### src/rtl/blast_pkg.sv
// rtl/blast_pkg.sv - shared constants, hit record layout and writer state encoding
package blast_pkg;

    localparam int MEMORY_DATAWIDTH   = 64;
    localparam int MEMORY_ADDRESS     = 14;
    localparam int LENGTH_COUNTER     = 8;
    localparam int MEM_HIT_SCORE_ADDR = 16262;

    typedef struct packed {
        logic [LENGTH_COUNTER-1:0] q_addr;
        logic [LENGTH_COUNTER-1:0] s_addr;
        logic [LENGTH_COUNTER-1:0] length;
        logic [LENGTH_COUNTER-1:0] score;
    } hit_record_t;

    typedef enum logic [1:0] {
        ST_IDLE,
        ST_WRITE,
        ST_FLUSH,
        ST_HEADER
    } writer_state_t;

endpackage

### src/rtl/hit_record_writer_if.sv
// rtl/hit_record_writer_if.sv - hit record stream and port-2 memory write bus
import blast_pkg::*;

interface hit_record_writer_if;

    logic                          hit_valid;
    logic                          hit_ready;
    logic [LENGTH_COUNTER-1:0]     hit_add_inQ;
    logic [LENGTH_COUNTER-1:0]     hit_add_inS;
    logic [LENGTH_COUNTER-1:0]     hit_length;
    logic [LENGTH_COUNTER-1:0]     hit_score;

    logic                          mem_grant;
    logic [MEMORY_ADDRESS-1:0]     memory_address;
    logic                          memory_write;
    logic [MEMORY_DATAWIDTH-1:0]   memory_writedata;
    logic [MEMORY_DATAWIDTH/8-1:0] memory_byteenable;

    modport master (
        output hit_valid, hit_add_inQ, hit_add_inS, hit_length, hit_score, mem_grant,
        input  hit_ready, memory_address, memory_write, memory_writedata, memory_byteenable
    );

    modport slave (
        input  hit_valid, hit_add_inQ, hit_add_inS, hit_length, hit_score, mem_grant,
        output hit_ready, memory_address, memory_write, memory_writedata, memory_byteenable
    );

endinterface

### src/rtl/hit_fifo.sv
// rtl/hit_fifo.sv - synchronous record FIFO with combinational head and registered pointers
module hit_fifo #(
    parameter int WIDTH = 32,
    parameter int DEPTH = 16
) (
    input  logic             clk,
    input  logic             reset,
    input  logic             push,
    input  logic [WIDTH-1:0] push_data,
    input  logic             pop,
    output logic [WIDTH-1:0] pop_data,
    output logic             full,
    output logic             empty
);

    localparam int AW = $clog2(DEPTH);

    logic [WIDTH-1:0] mem [DEPTH];
    logic [AW:0]      wptr;
    logic [AW:0]      rptr;

    // Extra pointer bit distinguishes full from empty when the indices match.
    assign full     = ((wptr ^ rptr) == {1'b1, {AW{1'b0}}});
    assign empty    = (wptr == rptr);
    assign pop_data = mem[rptr[AW-1:0]];

    always_ff @(posedge clk or posedge reset) begin
        if (reset) begin
            wptr <= '0;
            rptr <= '0;
        end else begin
            if (push && !full) wptr <= wptr + 1'b1;
            if (pop && !empty) rptr <= rptr + 1'b1;
        end
    end

    always_ff @(posedge clk) begin
        if (push && !full) mem[wptr[AW-1:0]] <= push_data;
    end

endmodule

### src/rtl/hit_record_writer.sv
// rtl/hit_record_writer.sv - packs hit records two per word into the hit-score area, header on flush
import blast_pkg::*;

module hit_record_writer #(
    parameter int FIFO_DEPTH = 16
) (
    input  logic                clk,
    input  logic                reset,
    hit_record_writer_if.slave  bus,
    input  logic [31:0]         subject_ID,
    input  logic                flush,
    output logic                flush_done,
    output logic [31:0]         hit_count,
    output logic                overflow
);

    localparam logic [MEMORY_ADDRESS-1:0] HDR_ADDR = MEMORY_ADDRESS'(MEM_HIT_SCORE_ADDR);
    localparam logic [MEMORY_ADDRESS-1:0] REC_BASE = MEMORY_ADDRESS'(MEM_HIT_SCORE_ADDR + 1);
    localparam logic [MEMORY_ADDRESS-1:0] ADDR_MAX = '1;

    writer_state_t             state;
    hit_record_t               in_rec;
    hit_record_t               head_rec;
    hit_record_t               pending_rec;
    logic                      pending_valid;
    logic                      flushing;
    logic                      write_pops;
    logic [31:0]               subject_latched;
    logic [MEMORY_ADDRESS-1:0] rec_addr;
    logic [MEMORY_ADDRESS-1:0] next_addr;
    logic                      fifo_full;
    logic                      fifo_empty;
    logic                      push;
    logic                      pop;
    logic                      load_pending;
    logic                      commit;

    assign in_rec    = {bus.hit_add_inQ, bus.hit_add_inS, bus.hit_length, bus.hit_score};
    assign bus.hit_ready = !fifo_full && !flushing && (state != ST_HEADER);
    assign bus.memory_byteenable = '1;

    assign push      = bus.hit_valid && bus.hit_ready;
    assign commit    = bus.memory_write && bus.mem_grant;
    assign next_addr = (rec_addr == ADDR_MAX) ? REC_BASE : rec_addr + 1'b1;

    // The second record of a pair stays at the FIFO head until its word commits,
    // so the written word is stable and a stalled port back-pressures the FIFO.
    assign load_pending = ((state == ST_IDLE) || (state == ST_FLUSH)) && !pending_valid && !fifo_empty;
    assign pop          = load_pending || ((state == ST_WRITE) && commit && write_pops);

    hit_fifo #(
        .WIDTH (32),
        .DEPTH (FIFO_DEPTH)
    ) u_fifo (
        .clk       (clk),
        .reset     (reset),
        .push      (push),
        .push_data (in_rec),
        .pop       (pop),
        .pop_data  (head_rec),
        .full      (fifo_full),
        .empty     (fifo_empty)
    );

    always_ff @(posedge clk or posedge reset) begin
        if (reset) begin
            state                <= ST_IDLE;
            pending_rec          <= '0;
            pending_valid        <= 1'b0;
            flushing             <= 1'b0;
            write_pops           <= 1'b0;
            subject_latched      <= '0;
            rec_addr             <= REC_BASE;
            bus.memory_address   <= REC_BASE;
            bus.memory_write     <= 1'b0;
            bus.memory_writedata <= '0;
            flush_done           <= 1'b0;
            hit_count            <= '0;
            overflow             <= 1'b0;
        end else begin
            flush_done <= 1'b0;
            if (push && (hit_count != '1)) hit_count <= hit_count + 32'd1;
            if (load_pending) begin
                pending_rec   <= head_rec;
                pending_valid <= 1'b1;
            end
            if (flush && !flushing) begin
                flushing        <= 1'b1;
                subject_latched <= subject_ID;
            end

            case (state)
                ST_IDLE: begin
                    if (flush) begin
                        state <= ST_FLUSH;
                    end else if (pending_valid && !fifo_empty) begin
                        bus.memory_writedata <= {head_rec, pending_rec};
                        bus.memory_address   <= rec_addr;
                        bus.memory_write     <= 1'b1;
                        write_pops           <= 1'b1;
                        state                <= ST_WRITE;
                    end
                end
                ST_WRITE: begin
                    if (commit) begin
                        bus.memory_write   <= 1'b0;
                        pending_valid      <= 1'b0;
                        rec_addr           <= next_addr;
                        bus.memory_address <= next_addr;
                        if (rec_addr == ADDR_MAX) overflow <= 1'b1;
                        state <= (flushing || flush) ? ST_FLUSH : ST_IDLE;
                    end
                end
                ST_FLUSH: begin
                    if (pending_valid) begin
                        bus.memory_writedata <= fifo_empty ? {{32{1'b0}}, pending_rec}
                                                           : {head_rec, pending_rec};
                        bus.memory_address   <= rec_addr;
                        bus.memory_write     <= 1'b1;
                        write_pops           <= !fifo_empty;
                        state                <= ST_WRITE;
                    end else if (fifo_empty) begin
                        bus.memory_writedata <= {subject_latched, hit_count};
                        bus.memory_address   <= HDR_ADDR;
                        bus.memory_write     <= 1'b1;
                        state                <= ST_HEADER;
                    end
                end
                ST_HEADER: begin
                    if (commit) begin
                        bus.memory_write   <= 1'b0;
                        flush_done         <= 1'b1;
                        hit_count          <= '0;
                        overflow           <= 1'b0;
                        rec_addr           <= REC_BASE;
                        bus.memory_address <= REC_BASE;
                        flushing           <= 1'b0;
                        state              <= ST_IDLE;
                    end
                end
                default: state <= ST_IDLE;
            endcase
        end
    end

endmodule
### src/flat_wrapper.sv
// flat-port wrapper written by rule: the top's interface ports become plain ports
module hit_record_writer_flat 
#(
    parameter int FIFO_DEPTH = 16
)
  (clk, reset, subject_ID, flush, flush_done, hit_count, overflow, bus_hit_valid, bus_hit_add_inQ, bus_hit_add_inS, bus_hit_length, bus_hit_score, bus_mem_grant, bus_hit_ready, bus_memory_address, bus_memory_write, bus_memory_writedata, bus_memory_byteenable);
  hit_record_writer_if bus_i ();
  input  logic clk;
  input  logic reset;
  input  logic [31:0] subject_ID;
  input  logic flush;
  output logic flush_done;
  output logic [31:0] hit_count;
  output logic overflow;
  input wire logic [$bits(bus_i.hit_valid)-1:0] bus_hit_valid;
  input wire logic [$bits(bus_i.hit_add_inQ)-1:0] bus_hit_add_inQ;
  input wire logic [$bits(bus_i.hit_add_inS)-1:0] bus_hit_add_inS;
  input wire logic [$bits(bus_i.hit_length)-1:0] bus_hit_length;
  input wire logic [$bits(bus_i.hit_score)-1:0] bus_hit_score;
  input wire logic [$bits(bus_i.mem_grant)-1:0] bus_mem_grant;
  output wire logic [$bits(bus_i.hit_ready)-1:0] bus_hit_ready;
  output wire logic [$bits(bus_i.memory_address)-1:0] bus_memory_address;
  output wire logic [$bits(bus_i.memory_write)-1:0] bus_memory_write;
  output wire logic [$bits(bus_i.memory_writedata)-1:0] bus_memory_writedata;
  output wire logic [$bits(bus_i.memory_byteenable)-1:0] bus_memory_byteenable;
  assign bus_i.hit_valid = bus_hit_valid;
  assign bus_i.hit_add_inQ = bus_hit_add_inQ;
  assign bus_i.hit_add_inS = bus_hit_add_inS;
  assign bus_i.hit_length = bus_hit_length;
  assign bus_i.hit_score = bus_hit_score;
  assign bus_i.mem_grant = bus_mem_grant;
  assign bus_hit_ready = bus_i.hit_ready;
  assign bus_memory_address = bus_i.memory_address;
  assign bus_memory_write = bus_i.memory_write;
  assign bus_memory_writedata = bus_i.memory_writedata;
  assign bus_memory_byteenable = bus_i.memory_byteenable;
  hit_record_writer #(.FIFO_DEPTH(FIFO_DEPTH)) u_core (.clk(clk), .reset(reset), .bus(bus_i), .subject_ID(subject_ID), .flush(flush), .flush_done(flush_done), .hit_count(hit_count), .overflow(overflow));
endmodule
### config.mk
export PLATFORM = sky130hd
export DESIGN_NAME = hit_record_writer_flat
export DESIGN_NICKNAME = d
export VERILOG_FILES = /design/src/rtl/blast_pkg.sv /design/src/rtl/hit_record_writer_if.sv /design/src/rtl/hit_fifo.sv /design/src/rtl/hit_record_writer.sv /design/src/flat_wrapper.sv
export SDC_FILE = /design/constraint.sdc
export NUM_CORES = 1
export LEC_CHECK = 0
export BUFFER_PORTS_ARGS = -buffer_cell sky130_fd_sc_hd__buf_2
export CAP_MARGIN = 20
export CELL_PAD_IN_SITES_DETAIL_PLACEMENT = 1
export CELL_PAD_IN_SITES_GLOBAL_PLACEMENT = 1
export CORE_ASPECT_RATIO = 0.9
export CORE_MARGIN = 8
export CORE_UTILIZATION = 50
export DETAILED_ROUTE_END_ITERATION = 10
export GPL_TIMING_DRIVEN = 1
export MAX_ROUTING_LAYER = met4
export PLACE_DENSITY_LB_ADDON = 0.1
export SLEW_MARGIN = 10
export SYNTH_ARGS = -nofsm -noshare
export SYNTH_HDL_FRONTEND = slang
export SYNTH_HIERARCHICAL = 1
export SYNTH_SLANG_ARGS = --single-unit
### constraint.sdc
create_clock -name clk -period 6.8 [get_ports clk]
set_input_delay 0.34 -clock clk [delete_from_list [all_inputs] [get_ports clk]]
set_output_delay 0.34 -clock clk [all_outputs]
set_load 0.02 [all_outputs]
Word level (Yosys, flattened, before mapping) --
Memories as Yosys holds them, arrays and structs flattened. Cells that the tools add are included.
Word-level totals: flip-flop bits (word level) 206, RAM bits 512, input port bits 69, output and inout bits 122, memories kept 1
Operators by class: $add $sub $neg 4, equality and inequality tests 17, muxes and demuxes 47, bitwise gates (word level) 1, reduce and logical (&&, ||, !) cells 31
Memories:
- u_core.u_fifo.mem | words 16, width 32, read ports 1, clocked after memory_dff 0, wr ports 1, RTL line hit_fifo.sv:18 | logic [WIDTH-1:0] mem [DEPTH];
Operators by type and width (number):
- $mux 64 | 5
- $pmux 64 s2 | 1
- $mux 14 | 7
- $mux 32 | 3
- $pmux 14 s4 | 1
- $add 32x1->32 const B | 1
- $ne 32x32->1 const B | 1
- $pmux 14 s2 | 1
- $reduce_and 4->1 | 5
- $mux 1 | 18
- $add 14x1->14 const B | 1
- $eq 14x14->1 const B | 1
- $mux 2 | 7
- $logic_and 1x1->1 | 13
- $add 5x1->5 const B | 2
- $ne 2x1->1 const B | 4
- $ne 2x2->1 const B | 4
- $pmux 2 s4 | 1
- $eq 5x5->1 | 1
- $eq 5x5->1 const B | 1
- $reduce_and 5->1 | 1
- $xor 5x5->5 | 1
- $eq 2x2->1 const B | 2
- $logic_not 1->1 | 4
- other kinds (10) | 14

Depth between registers and ports, before layout --
depth after elaboration 10, depth in mapped cells 14, mapped depth without buffers 9

Cells and area by module --
The synthesis kept the hierarchy.
Modules (own cells, without submodules):
- hit_fifo | times used 1, cells an instance 863, area each 19969.2 µm², seq. area each 15625.0 µm²
- hit_record_writer | times used 1, cells an instance 840, area each 8943.6 µm², seq. area each 4929.7 µm²

Worst setup path before layout --
No wires, ideal clock.
kind register to register, start point register u_core.u_fifo.wptr[3], end point memory u_core.u_fifo.mem[0][0] (enable), setup time 501 ps, data arrival time 5359 ps, data required time 6299 ps, path slack 940 ps, stages on the path, launching flop included 12, buffers on the path 3, period minus slack after synthesis 5860 ps, cells stage by stage dfrtp_1 > buf_4 > xnor2_1 > nand4_1 > buf_4 > nor2_2 > buf_4 > a211oi_1 > nand2_1 > inv_2 > nand2_1 > nor4_1
Between the ends: cells in the longest elaborated chain, start to end 9
Ends and longest elaborated chain:
- start, declared | RTL line hit_fifo.sv:19 | logic [AW:0] wptr;
- start signal, assigned | RTL line hit_fifo.sv:32 | if (push && !full) wptr <= wptr + 1'b1;
- $xor 5x5->5 | RTL line hit_fifo.sv:23 | assign full = ((wptr ^ rptr) == {1'b1, {AW{1'b0}}});
- $eq 5x5->1 | RTL line hit_fifo.sv:23
- net u_core.fifo_full | RTL line hit_record_writer.sv:31 | logic fifo_full;
- $logic_not 1->1 | RTL line hit_record_writer.sv:39 | assign bus.hit_ready = !fifo_full && !flushing && (state != ST_HEADER);
- $logic_and 1x1->1 (2 in a row) | RTL line hit_record_writer.sv:39
- net bus_hit_ready | RTL line flat_wrapper.sv:21 | output wire logic [$bits(bus_i.hit_ready)-1:0] bus_hit_ready;
- $logic_and 1x1->1 | RTL line hit_record_writer.sv:42 | assign push = bus.hit_valid && bus.hit_ready;
- net u_core.push | RTL line hit_record_writer.sv:33 | logic push;
- $logic_and 1x1->1 | RTL line hit_fifo.sv:38 | if (push && !full) mem[wptr[AW-1:0]] <= push_data;
- $mux 1 | RTL line hit_fifo.sv:38
- $mux 1 (implied by the code) | RTL line hit_fifo.sv:38
- end, declared | RTL line hit_fifo.sv:18
The timed path passes the listed nets, and every way through them passes these cells.

Final worst setup path --
start point register u_core.u_fifo.rptr[1], end point register u_core.bus.memory_writedata[57]
Between the ends: cells in the longest elaborated chain, start to end 5, elaborated cells between the ends (all ways) 12
Ends and longest elaborated chain:
- start, declared | RTL line hit_fifo.sv:20 | logic [AW:0] rptr;
- start signal, assigned | RTL line hit_fifo.sv:33 | if (pop && !empty) rptr <= rptr + 1'b1;
- $eq 5x5->1 * | RTL line hit_fifo.sv:24 | assign empty = (wptr == rptr);
- net u_core.fifo_empty | RTL line hit_record_writer.sv:32 | logic fifo_empty;
- $logic_not 1->1 | RTL line hit_record_writer.sv:96 | end else if (pending_valid && !fifo_empty) begin
- $logic_and 1x1->1 | RTL line hit_record_writer.sv:96
- $ne 2x2->1 (no line)
- $reduce_and 4->1 (no line)
- end signal, assigned | RTL line hit_record_writer.sv:97 | bus.memory_writedata <= {head_rec, pending_rec};
- end signal, assigned | RTL line hit_record_writer.sv:116 | bus.memory_writedata <= fifo_empty ? {{32{1'b0}}, pending_rec}
- end signal, assigned | RTL line hit_record_writer.sv:123 | bus.memory_writedata <= {subject_latched, hit_count};
- end, declared | RTL line hit_record_writer_if.sv:26 | output hit_ready, memory_address, memory_write, memory_writedata, memory_byteenable
The timed path passes the listed nets; every way through them passes the cells marked *. The select of a mux whose other input is x is not followed. A chain may end at the register's enable or synchronous reset.

==> impl_metrics.ini <==
[setup_path]
end_kind = register
max_stage_delay_ns = 0.97
crit_slowest_cell = dfrtp_4
start_kind = register
worstPathArrival_ns = 4.81
r2r_cells = 7
crit_fanout = 112
crit_type = register to register
reg2reg_from = u_core/u_fifo/rptr[1]$_DFFE_PP0P_
path_buf_inv = 1
reg2reg_to = u_core/bus.memory_writedata[57]$_DFFE_PP0P_
timing.critical_path.mode_cell = nor2_1
cp_data_required_time_ns = 7.25
rrSetupSlack_ns = 2.44
crit_chain = xnor2_1 -> nand4_1 -> nor2_1 -> nor2_1 -> o221ai_4 -> buf_4 -> o21ai_0
cp_top_family = simple AND/OR/NAND/NOR gates

[floorplanning]
dieArea_mm2 = 0.0658
die_y_um = 244
initial_core_util_pct = 50.6
num_rows = 83
fp.dieW_um = 269
io_pins = 191
core_area_mm2 = 0.0571

[logic_synthesis]
yosysWarningCount = 6
yosysSeqAreaShare_pct = 71.1
synth_seq_cells = 718
synth_edf_count = 512
syn_avg_cell_area_um2 = 17.0
ys_async_sr_fraction_pct = 28.7
syn_inst = 1703
synth_area_mm2 = 0.0289
ys.flop_type = edfxtp_1
synth_cell_types = 72

[pwr]
power_density_mw_per_mm2 = 418
power_frac_clock_pct = 28.1
swShare_pct = 33.9
p_leak_nw = 12.0
internal_power_mw = 9.21
ir_drop_uv = 293
pwr-share-comb_pct = 29.9
switching_power_mw = 4.72
seqPwrFrac_pct = 42.0

[timing]
period_needed_ns = 4.36
rsz0062_at_grt = no
setup_tns_ns = 0
hold_viol_final = 0
finalSetupViolations = 0
finalCritPeriodShare_pct = 64.2
fmax_ghz = 0.229
worst_slack_ns = 2.44
relSlewSlack_pct = 28.5
skew_ns = 0.0212
drv_slew = 0
tightestPinTransition_ns = 1.07

[clocking]
ctsRootBufferMaster = clkbuf_16
cts_buffers = 74
path_clk_slew_ns = 0.06
clock_path_buffers = 3
cts.sinks = 718
cts_tree = yes
clk_latency_ns = 0.62
h-tree-depth = 3

[route]
ant_nets = 0
drcViolationCount = 0
drt_iter0_drc = 1257
drtPass1Iterations = 6
vias = 16600
avgViaCountPerCell = 6.02
post_drt_wl_per_cell_um = 27.0
wirelength_mm = 74.3

[placement]
gp_congestion = 0.798
pre_cts_slack_ns = 2.43
portBuffers = 182
hpwl_mm = 45.3

[global_routing]
grt_pass1_vias = 17435
grt_pass1_wl_mm = 112
gr-total-overflow = 0
grt_max_degree = 121
antenna_found_initial = 4
grt_util_all_layers_pct = 23.0

[finish]
fin_nets = 2011
layout_common_cells = 512 x edfxtp_1, 183 x dfrtp_1, 182 x buf_2, 115 x nand2_1, 103 x mux4_2
fillers = 5243
area_growth_pct = 15.2
mostFrequentLayoutCell = edfxtp_1
drive_gt1_share_pct = 27.5

[job]
maxCapViolCount = 0

[worst_hold_path]
hold_path.class = primary input to register
min_from = flush
whs_endpoint = u_core/flushing$_DFF_PP0_
hold_depth = 3

[status]
status = completed
-- routing by layer --
metal  part of all wire (%)  wire length, um  vias up  GRT usage, %
met5                      0                0        -             -
met4                    2.7             1990        0          6.90
met3                    5.1             3770      127          4.22
met2                     48            35400      427          35.9
met1                     45            33200     8844          31.1
li1                       -                -     7202             -
-- worst min-delay path: stages --
cell	delay, ns
buf_2	0.14
nor2_1	0.06
nor2_1	0.07
-- worst max-delay path by stage --
stage	from	endpoint	slack, ns	depth (start not counted)
final	u_core/u_fifo/rptr[1]$_DFFE_PP0P_	u_core/bus.memory_writedata[57]$_DFFE_PP0P_	2.44	7
after CTS	u_core/u_fifo/rptr[1]$_DFFE_PP0P_	u_core/bus.memory_writedata[19]$_DFFE_PP0P_	2.40	7
after global placement	u_core/u_fifo/rptr[1]$_DFFE_PP0P_	u_core/bus.memory_writedata[60]$_DFFE_PP0P_	2.61	7
after floorplan	u_core/u_fifo/wptr[3]$_DFFE_PP0P_	u_core/u_fifo/mem[0][0]$_DFFE_PP_	0.94	11
after global routing	u_core/u_fifo/rptr[1]$_DFFE_PP0P_	u_core/bus.memory_writedata[57]$_DFFE_PP0P_	2.01	7
after detailed placement	u_core/u_fifo/rptr[1]$_DFFE_PP0P_	u_core/bus.memory_writedata[19]$_DFFE_PP0P_	2.43	7
-- through the flow --
stage	instance area [um2]	cells	hold slack, ns	utilization, %	total power [mW]
detailed placement	30600	2589	0.411	53.6	10.1
global route	33300	2757	0.0681	58.3	14.6
floorplan	28900	1710	0.180	-	8.71
CTS	33300	2752	0.0102	58.2	14.0
global placement	30600	2588	0.403	53.5	9.97
finish	33300	2757	0.0395	58.3	13.9
-- registers in the layout (all words and copies together), names as in the netlist --
name,flops
u_core/u_fifo/rptr,5
u_core/flushing,1
u_core/bus.memory_address,14
u_core/overflow,1
u_core/flush_done,1
u_core/rec_addr,14
u_core/u_fifo/mem,512
u_core/hit_count,32
u_core/u_fifo/wptr,5
u_core/pending_valid,1
u_core/state,2
u_core/subject_latched,32
u_core/bus.memory_write,1
u_core/bus.memory_writedata,64
u_core/write_pops,1
u_core/pending_rec,32
-- logic make-up after synthesis --
kind of cell    count (synthesis)  synth area share [%]
buf+inv                       122                  2.45
simple gates                  325                  5.41
other cells                     1                0.0130
xor+xnor                       16                 0.485
compound gates                283                  6.09
fa+ha+maj                       7                 0.303
mux                           231                  14.2
flops                         718                  71.1
-- power by group through the flow --
stage	logic (mW)	registers, mW	clock network [mW]
global route	4.51	5.93	4.15
detailed placement	4.16	5.94	0
global placement	4.05	5.92	0
finish	4.16	5.85	3.91
floorplan	2.84	5.87	0
CTS	4.19	5.86	3.99
-- layout make-up --
type / instances / area, um2 / share of cell area [%]
diodes: 3 / 7.51 / 0.0225
clock buffers: 97 / 2000 / 6.00
clock inverters: 33 / 324 / 0.973
inverters: 15 / 63.8 / 0.192
multi-input cells: 870 / 7800 / 23.4
flip-flops and latches: 718 / 20600 / 61.7
well taps: 765 / 957 / 2.87
repair buffers: 256 / 1590 / 4.76
-- Yosys cell counts, drive strengths merged, types with 3 or more instances --
library cell,count,area [um2]
edfxtp,512,15400
mux4,128,2980
o211ai,11,87.6
nand3b,3,22.5
nand3,15,75.1
nor3,20,100
mux2,68,766
and4,6,52.6
o21a,3,22.5
a211oi,3,22.5
clkbuf,50,199
o31ai,7,66.3
buf,57,452
nand2b,11,68.8
nor2,84,318
a22oi,34,255
dfstp,20,526
a21oi,36,180
ha,7,87.6
a31oi,8,50.1
and3,11,68.8
or3,19,124
dfrtp,186,4650
xnor2,15,131
nand4,18,128
inv,15,56.3
o22ai,66,413
o21ai,98,494
nor4,7,50.1
or4,9,71.3
nand2,115,432
mux2i,35,350
-- what timing repair did --
| item | in CTS | in global routing |
|---|---|---|
| hold endpoints to repair | 161 | 0 |
| resized for setup | 0 | 0 |
| hold buffers | 33 | 0 |
| buffers inserted | 0 | 0 |
No activity file was read; power rests on OpenSTA's default activity.
